## config.mk

```make
export PLATFORM = sky130hd
export DESIGN_NAME = npu_wb_sequencer
export DESIGN_NICKNAME = d
export VERILOG_FILES = /design/src/rtl/npu_wb_sequencer.sv
export SDC_FILE = /design/constraint.sdc
export NUM_CORES = 1
export LEC_CHECK = 0
export CAP_MARGIN = 25
export CORE_ASPECT_RATIO = 1.4
export CORE_MARGIN = 1.5
export CORE_UTILIZATION = 46
export DETAILED_ROUTE_END_ITERATION = 7
export GPL_ROUTABILITY_DRIVEN = 0
export PLACE_DENSITY = 0.81
export SETUP_SLACK_MARGIN = 0.05
export SYNTH_ARGS = -nofsm -noshare
export SYNTH_HDL_FRONTEND = slang
export SYNTH_SLANG_ARGS = --single-unit
```

## constraint.sdc

```tcl
create_clock -name wb_clk_i -period 3.4 [get_ports wb_clk_i]
set_input_delay 0.68 -clock wb_clk_i [delete_from_list [all_inputs] [get_ports wb_clk_i]]
set_output_delay 0.68 -clock wb_clk_i [all_outputs]
set_load 0.01 [all_outputs]
```

## src/rtl/npu_wb_sequencer.sv

```systemverilog
// npu_wb_sequencer: Wishbone classic initiator that runs one NPU job.
// Sequence: 9 weight writes, n_rows row writes, 3*n_rows result reads.
// Optional ack watchdog: define NPU_SEQ_TIMEOUT_EN.
module npu_wb_sequencer #(
  parameter logic [23:0] W_PAGE   = 24'h3000_00,
  parameter logic [23:0] S_PAGE   = 24'h3000_01,
  parameter logic [23:0] R_PAGE   = 24'h3000_02,
  parameter int          N_WGT    = 9,
  parameter int          MAX_ROWS = 85,
  parameter int          TIMEOUT  = 255
) (
  input  logic        wb_clk_i,
  input  logic        wb_rst_ni,
  input  logic        start_i,
  input  logic [7:0]  n_rows_i,
  output logic        busy_o,
  output logic        done_o,
  output logic        err_o,
  input  logic        s_valid_i,
  output logic        s_ready_o,
  input  logic [31:0] s_data_i,
  output logic        r_valid_o,
  input  logic        r_ready_i,
  output logic [31:0] r_data_o,
  output logic        wbm_cyc_o,
  output logic        wbm_stb_o,
  output logic        wbm_we_o,
  output logic [3:0]  wbm_sel_o,
  output logic [31:0] wbm_adr_o,
  output logic [31:0] wbm_dat_o,
  input  logic        wbm_ack_i,
  input  logic [31:0] wbm_dat_i
);

  localparam logic [8:0] L_NWGT = 9'(N_WGT);
  localparam logic [7:0] L_MAXR = 8'(MAX_ROWS);

  typedef enum logic [2:0] {IDLE, WGT, ROW, RD, DONE} state_t;

  state_t      r_state;
  logic        r_busy, r_done, r_err;
  logic        r_cyc, r_we, r_rvalid;
  logic [31:0] r_adr, r_dat, r_rdata;
  logic [8:0]  r_idx;    // beat index; 9 bits so "one past 255" is representable
  logic [8:0]  r_total;  // 3*n_rows, last result index
  logic [7:0]  r_nrows;

  logic w_ack, w_s_ready, w_accept, w_timeout;

  // ack only counts while our cycle is open
  assign w_ack = r_cyc & wbm_ack_i;

  // a beat is held exactly while its bus cycle is open, so !r_cyc means no beat held
  assign w_s_ready = !r_cyc &&
                     ((r_state == WGT && r_idx < L_NWGT) ||
                      (r_state == ROW && r_idx < {1'b0, r_nrows}));
  assign w_accept  = w_s_ready & s_valid_i;

`ifdef NPU_SEQ_TIMEOUT_EN
  logic [7:0] r_tcnt;
  assign w_timeout = r_cyc && !wbm_ack_i && (r_tcnt == 8'(TIMEOUT - 1));

  // watchdog: counts cycles of an open bus cycle, cleared by ack or idle bus
  always_ff @(posedge wb_clk_i or negedge wb_rst_ni) begin
    if (!wb_rst_ni)                r_tcnt <= 8'h00;
    else if (!r_cyc || wbm_ack_i)  r_tcnt <= 8'h00;
    else                           r_tcnt <= r_tcnt + 8'h01;
  end
`else
  logic [7:0] w_unused_tmo;
  assign w_unused_tmo = 8'(TIMEOUT);
  assign w_timeout    = 1'b0;
`endif

  // job FSM with all bus/stream outputs registered
  always_ff @(posedge wb_clk_i or negedge wb_rst_ni) begin
    if (!wb_rst_ni) begin
      r_state  <= IDLE;
      r_busy   <= 1'b0;
      r_done   <= 1'b0;
      r_err    <= 1'b0;
      r_cyc    <= 1'b0;
      r_we     <= 1'b0;
      r_rvalid <= 1'b0;
      r_adr    <= 32'h0;
      r_dat    <= 32'h0;
      r_rdata  <= 32'h0;
      r_idx    <= 9'h0;
      r_total  <= 9'h0;
      r_nrows  <= 8'h0;
    end else begin
      r_done <= 1'b0;
      r_err  <= 1'b0;
      if (r_rvalid && r_ready_i) r_rvalid <= 1'b0;

      if (w_timeout) begin
        r_cyc    <= 1'b0;
        r_err    <= 1'b1;
        r_busy   <= 1'b0;
        r_rvalid <= 1'b0;
        r_state  <= IDLE;
      end else begin
        case (r_state)
          IDLE: begin
            if (start_i) begin
              if (n_rows_i > L_MAXR) begin
                r_err <= 1'b1;
              end else begin
                r_state <= WGT;
                r_busy  <= 1'b1;
                r_idx   <= 9'h0;
                r_nrows <= n_rows_i;
                r_total <= {1'b0, n_rows_i} + {n_rows_i, 1'b0};
              end
            end
          end
          WGT: begin
            if (w_accept) begin
              r_cyc <= 1'b1;
              r_we  <= 1'b1;
              r_adr <= {W_PAGE, r_idx[7:0]};
              r_dat <= s_data_i;
              r_idx <= r_idx + 9'h1;
            end else if (w_ack) begin
              r_cyc <= 1'b0;
              if (r_idx == L_NWGT) begin
                r_idx <= 9'h0;
                if (r_nrows == 8'h0) begin
                  r_state <= DONE;
                  r_done  <= 1'b1;
                end else begin
                  r_state <= ROW;
                end
              end
            end
          end
          ROW: begin
            if (w_accept) begin
              r_cyc <= 1'b1;
              r_we  <= 1'b1;
              r_adr <= {S_PAGE, 8'h00};
              r_dat <= s_data_i;
              r_idx <= r_idx + 9'h1;
            end else if (w_ack) begin
              r_cyc <= 1'b0;
              if (r_idx == {1'b0, r_nrows}) begin
                r_idx   <= 9'h1;  // result indices start at 1
                r_state <= RD;
              end
            end
          end
          RD: begin
            if (w_ack) begin
              r_cyc    <= 1'b0;
              r_rvalid <= 1'b1;
              r_rdata  <= wbm_dat_i;
              r_idx    <= r_idx + 9'h1;
            end else if (!r_cyc && !r_rvalid) begin
              // next read only once the single result buffer is empty
              if (r_idx > r_total) begin
                r_state <= DONE;
                r_done  <= 1'b1;
              end else begin
                r_cyc <= 1'b1;
                r_we  <= 1'b0;
                r_adr <= {R_PAGE, r_idx[7:0]};
              end
            end
          end
          DONE: begin
            r_busy  <= 1'b0;
            r_state <= IDLE;
          end
          default: r_state <= IDLE;
        endcase
      end
    end
  end

  assign busy_o    = r_busy;
  assign done_o    = r_done;
  assign err_o     = r_err;
  assign s_ready_o = w_s_ready;
  assign r_valid_o = r_rvalid;
  assign r_data_o  = r_rdata;
  assign wbm_cyc_o = r_cyc;
  assign wbm_stb_o = r_cyc;
  assign wbm_sel_o = {4{r_cyc}};
  assign wbm_we_o  = r_we;
  assign wbm_adr_o = r_adr;
  assign wbm_dat_o = r_dat;

endmodule
```

### Word level (Yosys, flattened, before mapping)

Cells that the tools add are included.

| storage, ports and cells | value |
|---|---|
| flip-flop bits (word level) | 131 |
| output and inout bits | 108 |
| logic and storage cells | 132 |
| input port bits | 78 |

| cells by class | value |
|---|---|
| muxes and demuxes | 57 |
| reductions and logical operators | 24 |
| equal/unequal tests | 29 |
| $lt $le $gt $ge | 4 |
| add/sub/neg operators | 2 |
| bitwise gates (word level) | 3 |

Operators with widths:

| cell | number |
|---|---|
| two-way mux 32 bit | 5 |
| case mux 32 bit (3 select lines) | 1 |
| two-way mux 9 bit | 9 |
| two-way mux 3 bit | 12 |
| case mux 9 bit (4 select lines) | 1 |
| != test 2 bit, second input constant | 13 |
| two-way mux 1 bit | 24 |
| != test 3 bit, second input constant | 4 |
| case mux 3 bit (4 select lines) | 1 |
| AND reduction 11 bit | 1 |
| adder 8 x 9 -> 9 bit | 1 |
| adder 9 x 1 -> 9 bit, second input constant | 1 |
| equality test 9 x 4 -> 1 bit, second input constant | 1 |
| equality test 9 x 8 -> 1 bit | 1 |
| greater-than comparator 9 bit | 1 |
| less-than comparator 9 x 4 -> 1 bit, second input constant | 1 |
| less-than comparator 9 x 8 -> 1 bit | 1 |
| greater-than comparator 8 x 7 -> 1 bit, second input constant | 1 |
| logical NOT 8 bit | 1 |
| case mux 1 bit (2 select lines) | 4 |
| AND reduction 8 bit | 1 |
| equality test 3 x 2 -> 1 bit, second input constant | 2 |
| != test 2 x 1 -> 1 bit, second input constant | 3 |
| != test 3 x 2 -> 1 bit, second input constant | 2 |
| other kinds (18) | 27 |

### Depth between registers and ports, before layout

Gate-level depths: netlist (run 1).

| logic depth | value |
|---|---|
| word-level depth | 7 |
| mapped depth | 10 |
| mapped depth without buffers | 9 |

### Worst setup path after synthesis (run 1)

No wires, ideal clock.

| timing | value |
|---|---|
| path kind | flip-flop to output port |
| start point | register r_idx[6] |
| end point | output port s_ready_o |
| setup slack | 941 ps |
| arrival | 1779 ps |
| path buffers | 0 |
| stages on the path, launching flop included | 7 |
| data required time | 2720 ps |
| cells stage by stage | dfrtp_1 -> ha_1 -> a21o_1 -> a2111oi_2 -> o211a_4 -> nor2_1 -> nor2_1 |

| between the ends | value |
|---|---|
| word-level cells in the longest chain between the ends | 4 |
| elaborated cells on any way between the ends | 6 |
| those cells by class | order compare (2); reduce/logical (4) |

Ends and longest elaborated chain:

| item | line | text |
|---|---|---|
| from (decl) | 44 | `logic [8:0] r_idx; // beat index; 9 bits so "one past 255" is representable` |
| from (signal assigned) | 123 | `r_idx <= r_idx + 9'h1;` |
| from (signal assigned) | 143 | `r_idx <= r_idx + 9'h1;` |
| from (signal assigned) | 157 | `r_idx <= r_idx + 9'h1;` |
| less-than comparator 9 x 4 -> 1 bit or less-than comparator 9 x 8 -> 1 bit (tied branches) | 55, 56 |  |
| logical AND 1 bit, on equally long branches | 55, 56 |  |
| logical OR 1 bit (*) | 55 | `((r_state == WGT && r_idx < L_NWGT) \|\|` |
| logical AND 1 bit (*) | 54 | `assign w_s_ready = !r_cyc &&` |
| to (decl) | 20 | `output logic s_ready_o,` |

Every way passes the cells marked *; elsewhere a longest branch is shown, timed or not.

### Final worst setup path (run 1)

| timing | value |
|---|---|
| start point | register r_state[2] |
| end point | output port s_ready_o |

| between the ends | value |
|---|---|
| word-level cells in the longest chain between the ends | 4 |
| elaborated cells on any way between the ends | 6 |
| those cells by class | eq/ne (2); reduce/logical (4) |

Ends and longest elaborated chain:

| item | line | text |
|---|---|---|
| from (decl) | 40 | `state_t r_state;` |
| from (signal assigned) | 78 | `r_state <= IDLE;` |
| from (signal assigned) | 101 | `r_state <= IDLE;` |
| from (signal assigned) | 109 | `r_state <= WGT;` |
| equality test 3 x 1 -> 1 bit or equality test 3 x 2 -> 1 bit (tied branches) | 55, 56 |  |
| logical AND 1 bit, on equally long branches | 55, 56 |  |
| logical OR 1 bit (*) | 55 |  |
| logical AND 1 bit (*) | 54 |  |

Marks and branches as above.

==> summary.md, run 1 <==
| Metric | Value |
|---|---|
| Vias in the first global route | `about 4,500` |
| Internal Pwr Total | `4.330 mW` |
| Placement row count | `47` |
| Worst setup EP type | `output pin` |
| Final worst-path cycle share | `92.26%` |
| Peak supply drop | `approximately 0.50 mV` |
| Share of total power in sequential cells | `about a third` |
| Psw | `roughly 2.7 mW` |
| I/O pins | `about 190` |
| Simple logic cell fraction of the synthesized area | `between 10% and 20%` |
| List of cells traversed by the critical path | `or3b_4 > a2111oi_2 > o211a_4 > nor2_1 > nor2_1 > dlygate4sd2_1` |
| Count of TritonRoute iterations in the first routing pass | `4` |
| Average routed wire per standard cell | `~16 um` |
| Per-instance average area after synthesis | `10.10 sq um` |
| Port Buffer Count | `roughly 170` |
| Die X-Extent | `roughly 96 um` |
| Number of warnings printed during yosys synthesis | `0` |
| Commonest non-fill, non-tap cell in the layout | `sky130_fd_sc_hd__clkdlybuf4s50_1` |
| First-pass GRT wire length | `21,910 um` |
| Clk pin slew, worst setup/hold paths | `around 0.070 ns` |
| Crit-path most repeated cell | `sky130_fd_sc_hd__nor2_1` |
| Bufs on Longest Clock Path | `2` |
| Post-route DRC violation count | `0` |
| Mux contribution to synthesized area | `7.639%` |
| Total cell area at the placement stage | `roughly 7300 sq um` |
| Synth Flop Type | `sky130_fd_sc_hd__dfrtp_1` |
| Via-per-instance ratio | `approximately 5.2` |
| Largest net degree at the start of global routing | `110` |
| Minimum clock period | `about 3.1 ns` |
| Effective utilization at floorplan | `between 40% and 50%` |
| Post-synthesis sequential area ratio | `around 49%` |
| Antenna violations before repair | `0` |
| CTS tree | `done` |
| Crit path arrival time | `between 2 and 2.5 ns` |
| H-Tree Level Count | `3` |
| Area of the core | `around 12,000 sq um` |
| Register-to-Register Path Depth | `7` |
| Clock Power Share | `roughly 14%` |
| Headroom to the max-slew limit | `56.63%` |
| DR iter-0 viols | `281` |
| Power density over cell area | `slightly above 900 nW/um^2` |
| Final setup violation count | `0` |
| Final routed wirelength across all metal layers | `13,840 um` |
| Largest stage delay on the critical path | `roughly 0.47 ns` |
| Family of cells with the greatest summed delay on the critical path | `compound AO/OA/AOI/OAI gates` |
| XOR/XNOR Fraction of Synth Area | `less than 1%` |
| Worst r2r dst | `wbm_adr_o[0]$_DFFE_PN0P_` |
| Count of nets after finishing | `between 800 and 900` |
| Commonest non-fill, non-tap cells in the layout | `sky130_fd_sc_hd__clkdlybuf4s50_1 (163), sky130_fd_sc_hd__nand2_1 (132), sky130_fd_sc_hd__dfrtp_1 (107)` |
| Start-to-end type of the worst setup path | `flop to output pin` |
| Worst clock skew | `approximately 0.0067 ns` |
| Antenna Violating Nets Remaining | `0` |
| FF+latch count, synth | `approximately 110` |
| Fin area | `between 7000 and 8000 sq um` |
| Number of enable-type register cells in the synthesized netlist | `0` |
| Hold Slack | `just under 0.4 ns` |
| Total leakage power | `between 3 and 4 nW` |
| Clock tree root driver cell | `sky130_fd_sc_hd__clkbuf_16` |
| Largest family of logic cells by synthesized area | `simple AND/OR/NAND/NOR gates` |
| Floorplan die height | `133 um` |
| Remaining Overflow, GRT | `0` |
| Max Cap Violations | `0` |
| Maximum clock frequency | `approximately 320 MHz` |
| Post-synthesis cell area | `5553 sq um` |
| Inserted Diodes | `0` |
| Compound-cell area share of the yosys netlist | `between 10% and 20%` |
| Number of clock sinks seen by CTS | `about 110` |
| Fraction of layout instances using a drive strength above 1 | `11.17%` |
| Crit path max fanout | `8` |
| Adder-cell share of the synthesized area | `7.120%` |
| Non-filler instance count after layout | `863` |
| Share of total power consumed by net switching | `a little under two fifths` |
| Number of standard cells after synthesis | `550` |
| Launching element type of the critical path | `flop` |
| Overall die area | `12,750 sq um` |
| Max-slew violation total from the final report | `0` |
| Tightest Hold Check Type | `primary input to asynchronous set/reset pin` |
| Final hold violation count | `0` |
| Run status | `completed` |
| Worst setup slack for register-to-register paths | `roughly 0.77 ns` |
| Routed vias | `between 4,000 and 5,000` |
| Post-cts hold buffer count | `0` |
| HPWL Detailed | `about 10,000 um` |
| Netlist cell types | `61` |
| RSZ-0062 raised after global routing | `false` |
| Total placed cells including tap cells | `between 800 and 900` |
| Post-Route Setup TNS | `0 ns` |
| Slowest cell on the critical path | `sky130_fd_sc_hd__dfrtp_1` |
| Actual transition at the worst max-transition pin | `0.6486 ns` |
| Proportion of power drawn by combinational gates | `around 52%` |
| Data required, critical path | `around 2.7 ns` |
| Layout overhead on the synthesized area | `35.98%` |
| Buffers & Inverters on Critical Path | `1` |
| Total global routing track utilization | `22.30%` |
| Async SR Flop Fraction | `100.0%` |
| Startpoint of the lowest-slack register-to-register path | `r_idx[8]$_DFFE_PN0P_` |
| TritonCTS Buffers | `9` |
| Worst skew pair latency | `approximately 0.34 ns` |
## logic make-up (layout without fill, tap and decap cells)
kind of cell               count (synthesis)  count (layout)
adders and majority gates                 31              31
AOI/OAI and AO/OA                         93              93
muxes                                     38              38
and+or+nand+nor                          193             193
DFF                                      109             109
other                                      1              20
xor gates and xnor gates                   6               6
buffers and inverters                     79             226
## cell usage after synthesis, types with 5 or more instances
| master | number | area [sq um] |
|---|---|---|
| sky130_fd_sc_hd__inv_1 | 35 | 131.4 |
| sky130_fd_sc_hd__mux2_2 | 34 | 382.9 |
| sky130_fd_sc_hd__clkbuf_1 | 11 | 41.29 |
| sky130_fd_sc_hd__ha_1 | 30 | 375.4 |
| sky130_fd_sc_hd__buf_4 | 27 | 202.7 |
| sky130_fd_sc_hd__a221o_1 | 6 | 60.06 |
| sky130_fd_sc_hd__nor2_1 | 20 | 75.07 |
| sky130_fd_sc_hd__a22o_1 | 8 | 70.07 |
| sky130_fd_sc_hd__nor2b_1 | 6 | 37.54 |
| sky130_fd_sc_hd__nand2_1 | 132 | 495.5 |
| sky130_fd_sc_hd__dfrtp_1 | 109 | 2728 |
| sky130_fd_sc_hd__nand3_1 | 7 | 35.03 |
| sky130_fd_sc_hd__o21ai_0 | 15 | 75.07 |
| sky130_fd_sc_hd__o21a_1 | 5 | 37.54 |
| sky130_fd_sc_hd__a21oi_1 | 19 | 95.09 |
| sky130_fd_sc_hd__a21o_1 | 5 | 37.54 |
## worst reg2reg max path: cells and delay by family, from the launching register on
kind / cells / cell delay [ns]
AOI/OAI and AO/OA: 6 / 1.72
adders and majority gates: 1 / 0.39
DFF: 1 / 0.46
## stage by stage
stage	worst slack [ns]	utilization, %	power (mW)
final	0.2630	63.88	6.984
after global routing	0.1576	63.88	7.442
after CTS	0.2486	63.88	7.020
after detailed placement	0.3144	61.46	5.971
after global placement	0.4054	61.46	5.829
after floorplan	0.9406	-	4.355
## worst max path at each step
| stage | slack [ns] | cells past startpoint | end | from |
|---|---|---|---|---|
| after floorplan | 0.94 | 6 | s_ready_o | r_idx[6]$_DFFE_PN0P_ |
| after global placement | 0.41 | 6 | s_ready_o | r_state[0]$_DFFE_PN0P_ |
| after detailed placement | 0.31 | 6 | s_ready_o | r_state[0]$_DFFE_PN0P_ |
| after CTS | 0.25 | 6 | s_ready_o | r_state[2]$_DFFE_PN0P_ |
| after global routing | 0.16 | 6 | s_ready_o | r_state[2]$_DFFE_PN0P_ |
| final | 0.26 | 6 | s_ready_o | r_state[2]$_DFFE_PN0P_ |
## registers in the layout, indices dropped and copies added (netlist names), 3 cells and up
name,flops
r_idx,9
r_nrows,7
r_total,9
wbm_dat_o,32
wbm_adr_o,11
r_data_o,32
r_state,3
## repair_timing
item	in CTS	in global routing
setup endpoints to repair	1	0
gates resized for setup	3	0
setup buffers	0	0
## layer usage
metal | track usage, % | up-vias | share of wire, %
li1 | - | 2140 | -
met1 | 26.45 | 2170 | 39
met2 | 38.42 | 153 | 53
met3 | 4.655 | 24 | 5.2
met4 | 9.069 | 0 | 2.4
met5 | 0 | - | 0
## power by group through the flow
stage / clock [mW] / combinational, mW / sequential, mW
global placement: 0 / 3.47 / 2.36
global route: 1.07 / 3.90 / 2.47
finish: 1.00 / 3.60 / 2.38
CTS: 1.03 / 3.60 / 2.39
floorplan: 0 / 1.84 / 2.52
detailed placement: 0 / 3.57 / 2.40
## layout make-up
| type | instances | area (sq um) |
|---|---|---|
| clock buffers | 11 | 242.7 |
| clock inverters | 5 | 42.54 |
| fillers | 925 | 4269 |
| inverters | 35 | 131.4 |
| multi-input cells | 381 | 2485 |
| flip-flops and latches | 109 | 2730 |
| well taps | 147 | 183.9 |
| repair buffers | 175 | 1735 |
No activity file was read; power rests on OpenSTA's default activity.
==> run 2: changes to the inputs <==
Settings changed: CORE_UTILIZATION 46 to 43, PLACE_DENSITY 0.81 to 0.76.
==> summary.md, run 2 (synthesis gave the netlist of run 1 again) <==
| Metric | Value |
|---|---|
| Start-to-end type of the worst setup path | `flop to output pin` |
| I/O pins | `about 190` |
| Port Buffer Count | `~170` |
| Clock tree root driver cell | `sky130_fd_sc_hd__clkbuf_16` |
| Headroom to the max-slew limit | `between 40% and 50%` |
| Total placed cells including tap cells | `between 800 and 900` |
| Final routed wirelength across all metal layers | `between 10,000 and 15,000 um` |
| Tightest Hold Check Type | `primary input to asynchronous set/reset pin` |
| Count of nets after finishing | `824` |
| Crit path max fanout | `3` |
| Post-Route Setup TNS | `0 ns` |
| Launching element type of the critical path | `flop` |
| Post-place setup slack | `0.3136 ns` |
| Via-per-instance ratio | `roughly 5.3` |
| Final worst-path cycle share | `between 80% and 90%` |
| Post-route DRC violation count | `0` |
| Peak supply drop | `0.4055 mV` |
| H-Tree Level Count | `3` |
| Minimum clock period | `roughly 2.9 ns` |
| First-pass GRT wire length | `around 22,000 um` |
| Largest net degree at the start of global routing | `between 60 and 70` |
| Bufs on Longest Clock Path | `2` |
| Crit path arrival time | `roughly 2.2 ns` |
| Final hold violation count | `0` |
| Commonest non-fill, non-tap cells in the layout | `sky130_fd_sc_hd__clkdlybuf4s50_1 (163), sky130_fd_sc_hd__nand2_1 (132), sky130_fd_sc_hd__dfrtp_1 (105)` |
| Final setup violation count | `0` |
| Maximum clock frequency | `345.3 MHz` |
| Antenna Violating Nets Remaining | `0` |
| DR iter-0 viols | `222` |
| Final Util | `60.88%` |
| Worst skew pair latency | `approximately 0.36 ns` |
| Max Cap Violations | `0` |
| Count of TritonRoute iterations in the first routing pass | `5` |
| RSZ-0062 raised after global routing | `false` |
| Placement row count | `48` |
| Overall die area | `~14,000 sq um` |
| Power density over cell area | `~930 nW/um^2` |
| Total global routing track utilization | `a little over a fifth` |
| Average routed wire per standard cell | `about 17 um` |
| Total cell area at the placement stage | `around 7300 sq um` |
| Die X-Extent | `99.04 um` |
| Total power consumption of the routed design | `7.044 mW` |
| Area of the core | `approximately 12,000 sq um` |
| Number of fill cells in the layout | `slightly above 1,000` |
| Total leakage power | `approximately 3.5 nW` |
| Number of clock sinks seen by CTS | `between 100 and 150` |
| Worst setup EP type | `output pin` |
| Worst clock skew | `0.01394 ns` |
| Antenna violations before repair | `0` |
| Setup ws final | `0.5040 ns` |
| Routed vias | `around 4,600` |
| Max-slew violation total from the final report | `0` |
| Floorplan die height | `137.5 um` |
| Vias in the first global route | `between 4,000 and 5,000` |
| Fin area | `7605 sq um` |
| Remaining Overflow, GRT | `0` |
| Clk pin slew, worst setup/hold paths | `roughly 0.080 ns` |
| Actual transition at the worst max-transition pin | `slightly above 0.8 ns` |
| Fraction of layout instances using a drive strength above 1 | `between 10% and 20%` |
| Commonest non-fill, non-tap cell in the layout | `sky130_fd_sc_hd__clkdlybuf4s50_1` |
| Layout overhead on the synthesized area | `36.95%` |
| Hold Slack | `between 0.4 and 0.5 ns` |
| CTS tree | `done` |
| Data required, critical path | `~2.7 ns` |
| Inserted Diodes | `0` |
| Run status | `completed` |
| Effective utilization at floorplan | `44.45%` |
| Non-filler instance count after layout | `just under 900` |
| TritonCTS Buffers | `9` |
| HPWL Detailed | `approximately 11,000 um` |
-- run 2: cell count changes in the layout (fill, tap and decap cells not counted), moves of 2 or more --
| cell | previous run | this run |
|---|---|---|
| sky130_fd_sc_hd__buf_4 | 10 | 14 |
| sky130_fd_sc_hd__clkinv_4 | 1 | 3 |
| sky130_fd_sc_hd__inv_6 | 3 | 0 |
| sky130_fd_sc_hd__dfrtp_1 | 107 | 105 |
| sky130_fd_sc_hd__dfrtp_2 | 2 | 4 |
-- run 2: metal layers --
| metal | GRT usage (%) | routed length [um] | part of all wire [%] | up-vias |
|---|---|---|---|---|
| li1 | - | - | - | 2156 |
| met2 | 39.92 | 8039 | 55 | 159 |
| met5 | 0 | 0 | 0 | - |
| met4 | 9.921 | 510 | 3.5 | 0 |
| met1 | 22.86 | 5421 | 37 | 2230 |
| met3 | 3.450 | 580 | 4.0 | 36 |
-- run 2: what timing repair did --
action | CTS | global route
buffers inserted | 2 | 0
cloned | 0 | 0
gates resized for setup | 2 | 4
hold buffers | 0 | 0
setup endpoints to repair | 1 | 1
pin swaps | 1 | 0
endpoints found under the hold margin | 0 | 0
-- run 2: final timing paths --
kind | start | to | slack, ns | cells after the start
min | wb_rst_ni | wbm_dat_o[28]$_DFFE_PN0P_ | 0.42 | 1
max | r_idx[6]$_DFFE_PN0P_ | s_ready_o | 0.50 | 7
max reg2reg | r_idx[7]$_DFFE_PN0P_ | r_idx[7]$_DFFE_PN0P_ | 0.67 | 9
min reg2reg | wbm_dat_o[4]$_DFFE_PN0P_ | wbm_dat_o[4]$_DFFE_PN0P_ | 0.47 | 2
min in group wb_clk_i | wbm_dat_o[4]$_DFFE_PN0P_ | wbm_dat_o[4]$_DFFE_PN0P_ | 0.47 | 2
max in group asynchronous | wb_rst_ni | r_idx[7]$_DFFE_PN0P_ | 2.22 | 2
-- run 2: final cells by class --
class                   instances  area (sq um)  area share, %
clock inverters                 6         61.31         0.8062
clock buffers                   9         225.2          2.962
repair buffers                179          1769          23.26
well taps                     150         187.7          2.468
inverters                      35         131.4          1.728
multi-input cells             381          2497          32.84
flip-flops and latches        109          2733          35.93
-- run 2: report_power, final --
| part | internal [mW] | switching [mW] | leakage [nW] |
|---|---|---|---|
| sequential | 1.93 | 0.428 | 1.33 |
| clock | 0.508 | 0.493 | 0.136 |
| combinational | 1.90 | 1.79 | 2.05 |
| total | 4.34 | 2.71 | 3.51 |
-- run 2: critical path, stage by stage, from the launching register on --
cell,delay [ns]
sky130_fd_sc_hd__dfrtp_2,0.41
sky130_fd_sc_hd__ha_1,0.33
sky130_fd_sc_hd__a21o_1,0.22
sky130_fd_sc_hd__a2111oi_4,0.38
sky130_fd_sc_hd__o211a_4,0.23
sky130_fd_sc_hd__nor2_1,0.05
sky130_fd_sc_hd__nor2_1,0.07
sky130_fd_sc_hd__dlymetal6s2s_1,0.17
